$ cat config.mk
export PLATFORM = sky130hd
export DESIGN_NAME = led_scan_driver_flat
export DESIGN_NICKNAME = d
export VERILOG_FILES = /design/src/rtl/led_scan_driver_if.sv /design/src/rtl/led_scan_driver.sv /design/src/flat_wrapper.sv
export SDC_FILE = /design/constraint.sdc
export NUM_CORES = 1
export LEC_CHECK = 0
export BUFFER_PORTS_ARGS = -buffer_cell sky130_fd_sc_hd__clkbuf_2
export CORE_AREA = 2 2 223 225
export CTS_BUF_LIST = sky130_fd_sc_hd__clkbuf_4
export DETAILED_ROUTE_END_ITERATION = 12
export DIE_AREA = 0 0 225 227
export PLACE_DENSITY = 0.75
export SYNTH_ARGS = -nofsm -noshare
export SYNTH_HDL_FRONTEND = slang
export SYNTH_SLANG_ARGS = --single-unit
$ cat constraint.sdc
create_clock -name CLK -period 28.7 [get_ports CLK]
set_input_delay 1.435 -clock CLK [delete_from_list [all_inputs] [get_ports CLK]]
set_output_delay 1.435 -clock CLK [all_outputs]
set_load 0.05 [all_outputs]
$ cat src/rtl/led_scan_driver_if.sv
// Bus between the frame source and the LED scan driver: enable and pixel frames in,
// row/column drive and frame status out.
interface led_scan_driver_if;
   logic              Enable;
   logic [15:0][15:0] RedPixels;
   logic [15:0][15:0] GrnPixels;
   logic [15:0]       RowSel;
   logic [15:0]       RedCol;
   logic [15:0]       GrnCol;
   logic [3:0]        RowIdx;
   logic              FrameDone;

   modport master (
      output Enable, RedPixels, GrnPixels,
      input  RowSel, RedCol, GrnCol, RowIdx, FrameDone
   );

   modport slave (
      input  Enable, RedPixels, GrnPixels,
      output RowSel, RedCol, GrnCol, RowIdx, FrameDone
   );
endinterface

$ cat src/rtl/led_scan_driver.sv
// Row-multiplexed 16x16 bicolour LED scanner: latches a whole frame, then walks the rows
// with a blanking gap before each one so adjacent rows never overlap.
module led_scan_driver #(
   parameter int DWELL = 64,
   parameter int BLANK = 4
) (
   input logic             CLK,
   input logic             RST,
   led_scan_driver_if.slave bus
);

   localparam int MAXP = (DWELL > BLANK) ? DWELL : BLANK;
   localparam int CW   = $clog2(MAXP + 1);

   typedef logic [CW-1:0] cnt_t;
   localparam cnt_t DWELL_LOAD = cnt_t'(DWELL - 1);
   localparam cnt_t BLANK_LOAD = cnt_t'(BLANK - 1);

   typedef enum logic [1:0] {ST_IDLE, ST_LOAD, ST_BLANK, ST_DRIVE} state_t;

   state_t            state, state_next;
   logic [3:0]        row, row_next;
   cnt_t              cnt, cnt_next;
   logic              frame_done, frame_done_next;
   logic [15:0][15:0] shadow_red, shadow_grn;

   always_ff @(posedge CLK or posedge RST) begin
      if (RST) begin
         state      <= ST_IDLE;
         row        <= '0;
         cnt        <= '0;
         frame_done <= 1'b0;
      end else begin
         state      <= state_next;
         row        <= row_next;
         cnt        <= cnt_next;
         frame_done <= frame_done_next;
      end
   end

   // The frame is only sampled in LOAD, so the scan always shows one coherent image.
   always_ff @(posedge CLK or posedge RST) begin
      if (RST) begin
         shadow_red <= '0;
         shadow_grn <= '0;
      end else if (state == ST_LOAD) begin
         shadow_red <= bus.RedPixels;
         shadow_grn <= bus.GrnPixels;
      end
   end

   always_comb begin
      state_next      = state;
      row_next        = row;
      cnt_next        = cnt;
      frame_done_next = 1'b0;
      if (!bus.Enable) begin
         state_next = ST_IDLE;
         row_next   = '0;
         cnt_next   = '0;
      end else begin
         unique case (state)
            ST_IDLE: begin
               state_next = ST_LOAD;
               row_next   = '0;
               cnt_next   = '0;
            end
            ST_LOAD: begin
               state_next = ST_BLANK;
               row_next   = '0;
               cnt_next   = BLANK_LOAD;
            end
            ST_BLANK: begin
               if (cnt == '0) begin
                  state_next = ST_DRIVE;
                  cnt_next   = DWELL_LOAD;
               end else begin
                  cnt_next = cnt - cnt_t'(1);
               end
            end
            ST_DRIVE: begin
               if (cnt == '0) begin
                  if (row == 4'd15) begin
                     state_next      = ST_LOAD;
                     row_next        = '0;
                     cnt_next        = '0;
                     frame_done_next = 1'b1;
                  end else begin
                     state_next = ST_BLANK;
                     row_next   = row + 4'd1;
                     cnt_next   = BLANK_LOAD;
                  end
               end else begin
                  cnt_next = cnt - cnt_t'(1);
               end
            end
            default: begin
               state_next = ST_IDLE;
               row_next   = '0;
               cnt_next   = '0;
            end
         endcase
      end
   end

   // Outputs decode registered state only; every non-DRIVE state blanks the matrix.
   always_comb begin
      bus.RowSel = '0;
      bus.RedCol = '0;
      bus.GrnCol = '0;
      bus.RowIdx = '0;
      if (state == ST_DRIVE) begin
         bus.RowSel = 16'd1 << row;
         bus.RedCol = shadow_red[row];
         bus.GrnCol = shadow_grn[row];
      end
      if (state == ST_BLANK || state == ST_DRIVE) begin
         bus.RowIdx = row;
      end
   end

   assign bus.FrameDone = frame_done;

endmodule

$ cat src/flat_wrapper.sv
// flat-port wrapper written by rule: the top's interface ports become plain ports
module led_scan_driver_flat 
#(
   parameter int DWELL = 64,
   parameter int BLANK = 4
)
  (CLK, RST, bus_Enable, bus_RedPixels, bus_GrnPixels, bus_RowSel, bus_RedCol, bus_GrnCol, bus_RowIdx, bus_FrameDone);
  led_scan_driver_if bus_i ();
  input logic CLK;
  input logic RST;
  input wire logic [$bits(bus_i.Enable)-1:0] bus_Enable;
  input wire logic [$bits(bus_i.RedPixels)-1:0] bus_RedPixels;
  input wire logic [$bits(bus_i.GrnPixels)-1:0] bus_GrnPixels;
  output wire logic [$bits(bus_i.RowSel)-1:0] bus_RowSel;
  output wire logic [$bits(bus_i.RedCol)-1:0] bus_RedCol;
  output wire logic [$bits(bus_i.GrnCol)-1:0] bus_GrnCol;
  output wire logic [$bits(bus_i.RowIdx)-1:0] bus_RowIdx;
  output wire logic [$bits(bus_i.FrameDone)-1:0] bus_FrameDone;
  assign bus_i.Enable = bus_Enable;
  assign bus_i.RedPixels = bus_RedPixels;
  assign bus_i.GrnPixels = bus_GrnPixels;
  assign bus_RowSel = bus_i.RowSel;
  assign bus_RedCol = bus_i.RedCol;
  assign bus_GrnCol = bus_i.GrnCol;
  assign bus_RowIdx = bus_i.RowIdx;
  assign bus_FrameDone = bus_i.FrameDone;
  led_scan_driver #(.DWELL(DWELL), .BLANK(BLANK)) u_core (.CLK(CLK), .RST(RST), .bus(bus_i));
endmodule
Word-level counts from Yosys, hierarchy flattened
Cells that the tools add are included. W data, S select, Z words.

Bits in registers: 526. Input bits: 515.

Shift-type cells: 1. Equal/unequal tests: 7. Add/subtract/negate cells: 2. Reduce and logical (&&, ||, !) cells: 6. Magnitude comparators: 1. Mux-type cells: 26.

Operators with widths (number): $bmux W16 S4 (2); $mux W16 (5); $pmux W7 S4 (1); $mux W7 (3); $mux W4 (4); $shl A1 B4 Y16 const A (1); $mux W2 (5); $ne A3 B2 Y1 const B (3); $pmux W2 S4 (1); $pmux W4 S2 (1); $logic_not A7 Y1 (1); $sub A7 B1 Y7 const B (1); $lt A4 B5 Y1 const B (1); $add A4 B1 Y4 const B (1); $eq A2 B2 Y1 const B (2); $eq A4 B4 Y1 const B (1); $mux W1 (4); $reduce_and A2 Y1 (2); $eq A2 B1 Y1 const B (1); $logic_not A2 Y1 (1); $reduce_or A2 Y1 (1); $logic_or A1 B1 Y1 (1).

Logic depth before layout (Yosys ltp)
Word-level depth: 5. Gate-level depth with buffers: 8.

Worst setup path before layout
OpenSTA, ideal clock, no wires.

Path kind: reg-to-output. Start point: register u_core.row[1]. End point: output port bus_RedCol[14]. Stages on the path, launching flop included: 8. Setup slack: 25.171 ns. Data arrival time: 2.094 ns. Required time: 27.265 ns. Cells stage by stage: dfrtp_1 > buf_4 > and2_1 > buf_2 > buf_2 > a22oi_1 > a22oi_1 > o211ai_1.

Cells in the longest elaborated chain, start to end: 3.

Ends and longest elaborated chain: start: declaration (line led_scan_driver.sv:22) `logic [3:0] row, row_next;`; start signal: assignment (line led_scan_driver.sv:35) `row <= row_next;`; $bmux W16 S4 (line led_scan_driver.sv:114) `bus.RedCol = shadow_red[row];`; $mux W16 (implied by the code) (line led_scan_driver.sv:114); $mux W16 (line led_scan_driver.sv:112) `if (state == ST_DRIVE) begin`; end: declaration (line flat_wrapper.sv:15) `output wire logic [$bits(bus_i.RedCol)-1:0] bus_RedCol;`.

Every way passes these cells. The select of a mux whose other input is x is not followed.

Worst setup path after layout
Start point: register u_core.row[1]. End point: output port bus_GrnCol[11].

Cells in the longest elaborated chain, start to end: 3.

Ends and longest elaborated chain: $bmux W16 S4 (line led_scan_driver.sv:115) `bus.GrnCol = shadow_grn[row];`; $mux W16 (implied by the code) (line led_scan_driver.sv:115); $mux W16 (line led_scan_driver.sv:112); end: declaration (line flat_wrapper.sv:16) `output wire logic [$bits(bus_i.GrnCol)-1:0] bus_GrnCol;`.

Every way passes these cells. The select of a mux whose other input is x is not followed.

==> metrics.cfg <==
[clocking]
cts_setup_buffers=0
root_buffer=clkbuf_4
ctsResizeCount=0
hold_buffers=0
insertion_delay_ps=980
clkTransAtPathRegs_ps=60
cts.path.max_buffers=3
cts_buffers=141
cts_tree=done
cts-htree-levels=4
numClockSinks=526

[synth]
synth_top_area_frac=0.543
syn-cell-area_mm2=0.0243
synth.area.top_cells=dfrtp_1, mux2_2, mux4_2, mux2i_1, a22oi_1
synth-seq-area-share=0.543
yosysTopAreaCell=dfrtp_1
synth_nets=2085
syn-instance-count=1562
synth.ff_latch_count=526
avgSynthCellArea_um2=15.5
yosys_warnings=0
ys_types=37

[cells_and_area]
nNetsFinal=2695
syn_to_final_growth_pct=19.4
layout-drive-gt1-share=0.634
fill_cells=3882

[worst_setup_path]
r2r-start=u_core.state[1]
crit_type=flip-flop to primary output
worst-r2r-cell-count=5
crit_fanout=47
critPathMaxStageDelay_ps=890
crit_family=buffers and inverters
crit_required_ps=27260
arrival_ps=4900
critPathBufInv=3
critical_path.startpoint=u_core.row[1]
startpoint_type=flip-flop
cp_cell_sequence=buf_4 -> and2_1 -> buf_4 -> a22oi_1 -> a22oi_1 -> o211ai_1 -> clkbuf_2
cp-end-kind=primary output
slowest_stage=dfrtp_4
reg2reg_to=u_core.shadow_grn[249]
rrSetupSlack_ps=23550

[sta]
rsz0062_at_grt=no
min_period_ps=6340
slew_headroom=0.153
hold_ws_ps=494
tns_ps=0
period_share=0.221
fmaxAchievable_mhz=158
tightest_slew_ps=1270
setup_slack_ps=22360
setup_viol=0
skew_ps=44.6
hold_viol_final=0
slew_violations=0

[placement]
pre_cts_slack_ps=23260
port-buffer-count=567
gp_congestion=0.878
dp_hpwl_um=50400

[worst_hold_path]
hold-path-endpoint=u_core.cnt[0]
hold_depth=1
hp-class=flip-flop to flip-flop
worstHoldStart=u_core.cnt[0]

[power]
p_leak_nw=12.6
powerDensity_mw_per_mm2=85.9
vdd_drop_max_v=0.0000481

[die]
start_util=0.500
die_w_um=225
fp-row-count=81
fp.dieH_um=227
pin_count=568
core-area_mm2=0.0485
die_area_mm2=0.0511

[global_routing]
antenna_found_initial=28
grt_overflow=0
grt_pass1_wl_um=104000
grt_pass1_vias=17213
grt_use_total=0.278
grt_start_max_net_pins=213

[route]
dr.pass1.iters=5
ant_nets=0
viasPerCell=5.67
wire_per_inst_um=24.2
drc=0
vias=16471
wl_um=70400
drtIter0Drc=1330

[flow_run]
max_cap_violations=0

[outcome]
outcome=finished clean

power breakdown:
group / internal [W] / leakage, nW / total [W] / switching (W)
combinational: 0.000383 / 5.46 / 0.000652 / 0.000270
clock: 0.000333 / 1.00 / 0.000638 / 0.000304
sequential: 0.00104 / 6.16 / 0.00120 / 0.000164
state kept, by name, indices dropped and copies added (netlist names):
register / flops
u_core.bus.FrameDone: 1
u_core.row: 4
u_core.shadow_red: 256
u_core.cnt: 7
u_core.shadow_grn: 256
u_core.state: 2
stage by stage:
stage                     utilization  cell area, um^2  total power [W]  instances
after CTS                       0.595            28900          0.00250       2879
after detailed placement        0.561            27200          0.00185       2651
after floorplan                     -            24300          0.00165       1562
after global placement          0.561            27200          0.00181       2651
after global routing            0.596            28900          0.00263       2902
final                           0.596            29000          0.00249       2907
cells by family after synthesis:
| group | share of synthesized area |
|---|---|
| muxes | 0.354 |
| buffers and inverters | 0.0358 |
| AOI/OAI and AO/OA | 0.0388 |
| DFF | 0.543 |
| xor gates and xnor gates | 0.00108 |
| and+or+nand+nor | 0.0233 |
| adders and majority gates | 0.00413 |
cell usage after synthesis, drive strengths merged:
library cell	instances
a211oi	1
a21oi	4
a22oi	64
a31oi	4
and2	10
and3	14
buf	102
clkbuf	16
dfrtp	526
ha	8
inv	7
mux2	512
mux2i	66
mux4	96
nand2	36
nand3	36
nand3b	1
nor2	5
nor2b	2
nor3	3
nor3b	2
o211a	1
o211ai	32
o21a	3
o21ai	4
o31ai	1
o41ai	1
or4	2
xnor2	3
area by class of cell:
type | instances | area [um^2] | area share
inverter | 7 | 33.8 | 0.00117
antenna | 28 | 70.1 | 0.00242
clock inverter | 29 | 164 | 0.00566
sequential | 526 | 13200 | 0.455
timing repair buffer | 585 | 3000 | 0.104
multi-input combinational | 911 | 10200 | 0.354
clock buffer | 199 | 1490 | 0.0516
tap | 622 | 778 | 0.0269
placed cells by master, fill, tap and decap left out, types with 2 or more instances in the layout:
master,netlist,final
and2_1,10,9
a21oi_1,4,4
nand2_1,36,36
xnor2_1,3,3
clkinv_2,0,2
diode_2,0,28
a22oi_2,10,10
dfrtp_4,0,2
and3_1,14,13
dfrtp_1,526,524
o21ai_0,4,4
clkinv_1,0,21
inv_2,0,5
clkbuf_4,1,199
o21a_1,3,3
buf_12,0,2
ha_1,8,8
inv_1,7,5
a22oi_1,54,54
bufinv_16,0,2
mux4_2,96,96
o211ai_2,10,10
or4_1,2,2
o211ai_1,22,22
buf_4,52,16
nand3_1,36,36
mux2_2,512,512
nor2_1,5,4
clkbuf_2,0,567
nor3_1,2,2
a31oi_1,4,4
mux2i_1,66,66
metal layers:
layer	track usage	wire, um	vias up
met5	0	46	-
met4	0.132	2050	8
met3	0.0922	5800	132
met2	0.398	32100	670
met1	0.384	30400	8489
li1	-	-	7172
worst max path at each step:
stage	endpoint	slack, ps	depth (start not counted)
after floorplan	u_core.bus.FrameDone	12570	1
after global placement	bus_GrnCol[14]	23340	7
after detailed placement	bus_GrnCol[11]	23260	7
after CTS	bus_GrnCol[11]	22180	7
after global routing	bus_GrnCol[11]	22070	7
final	bus_GrnCol[11]	22360	7
(Power assumes the default switching activity.)
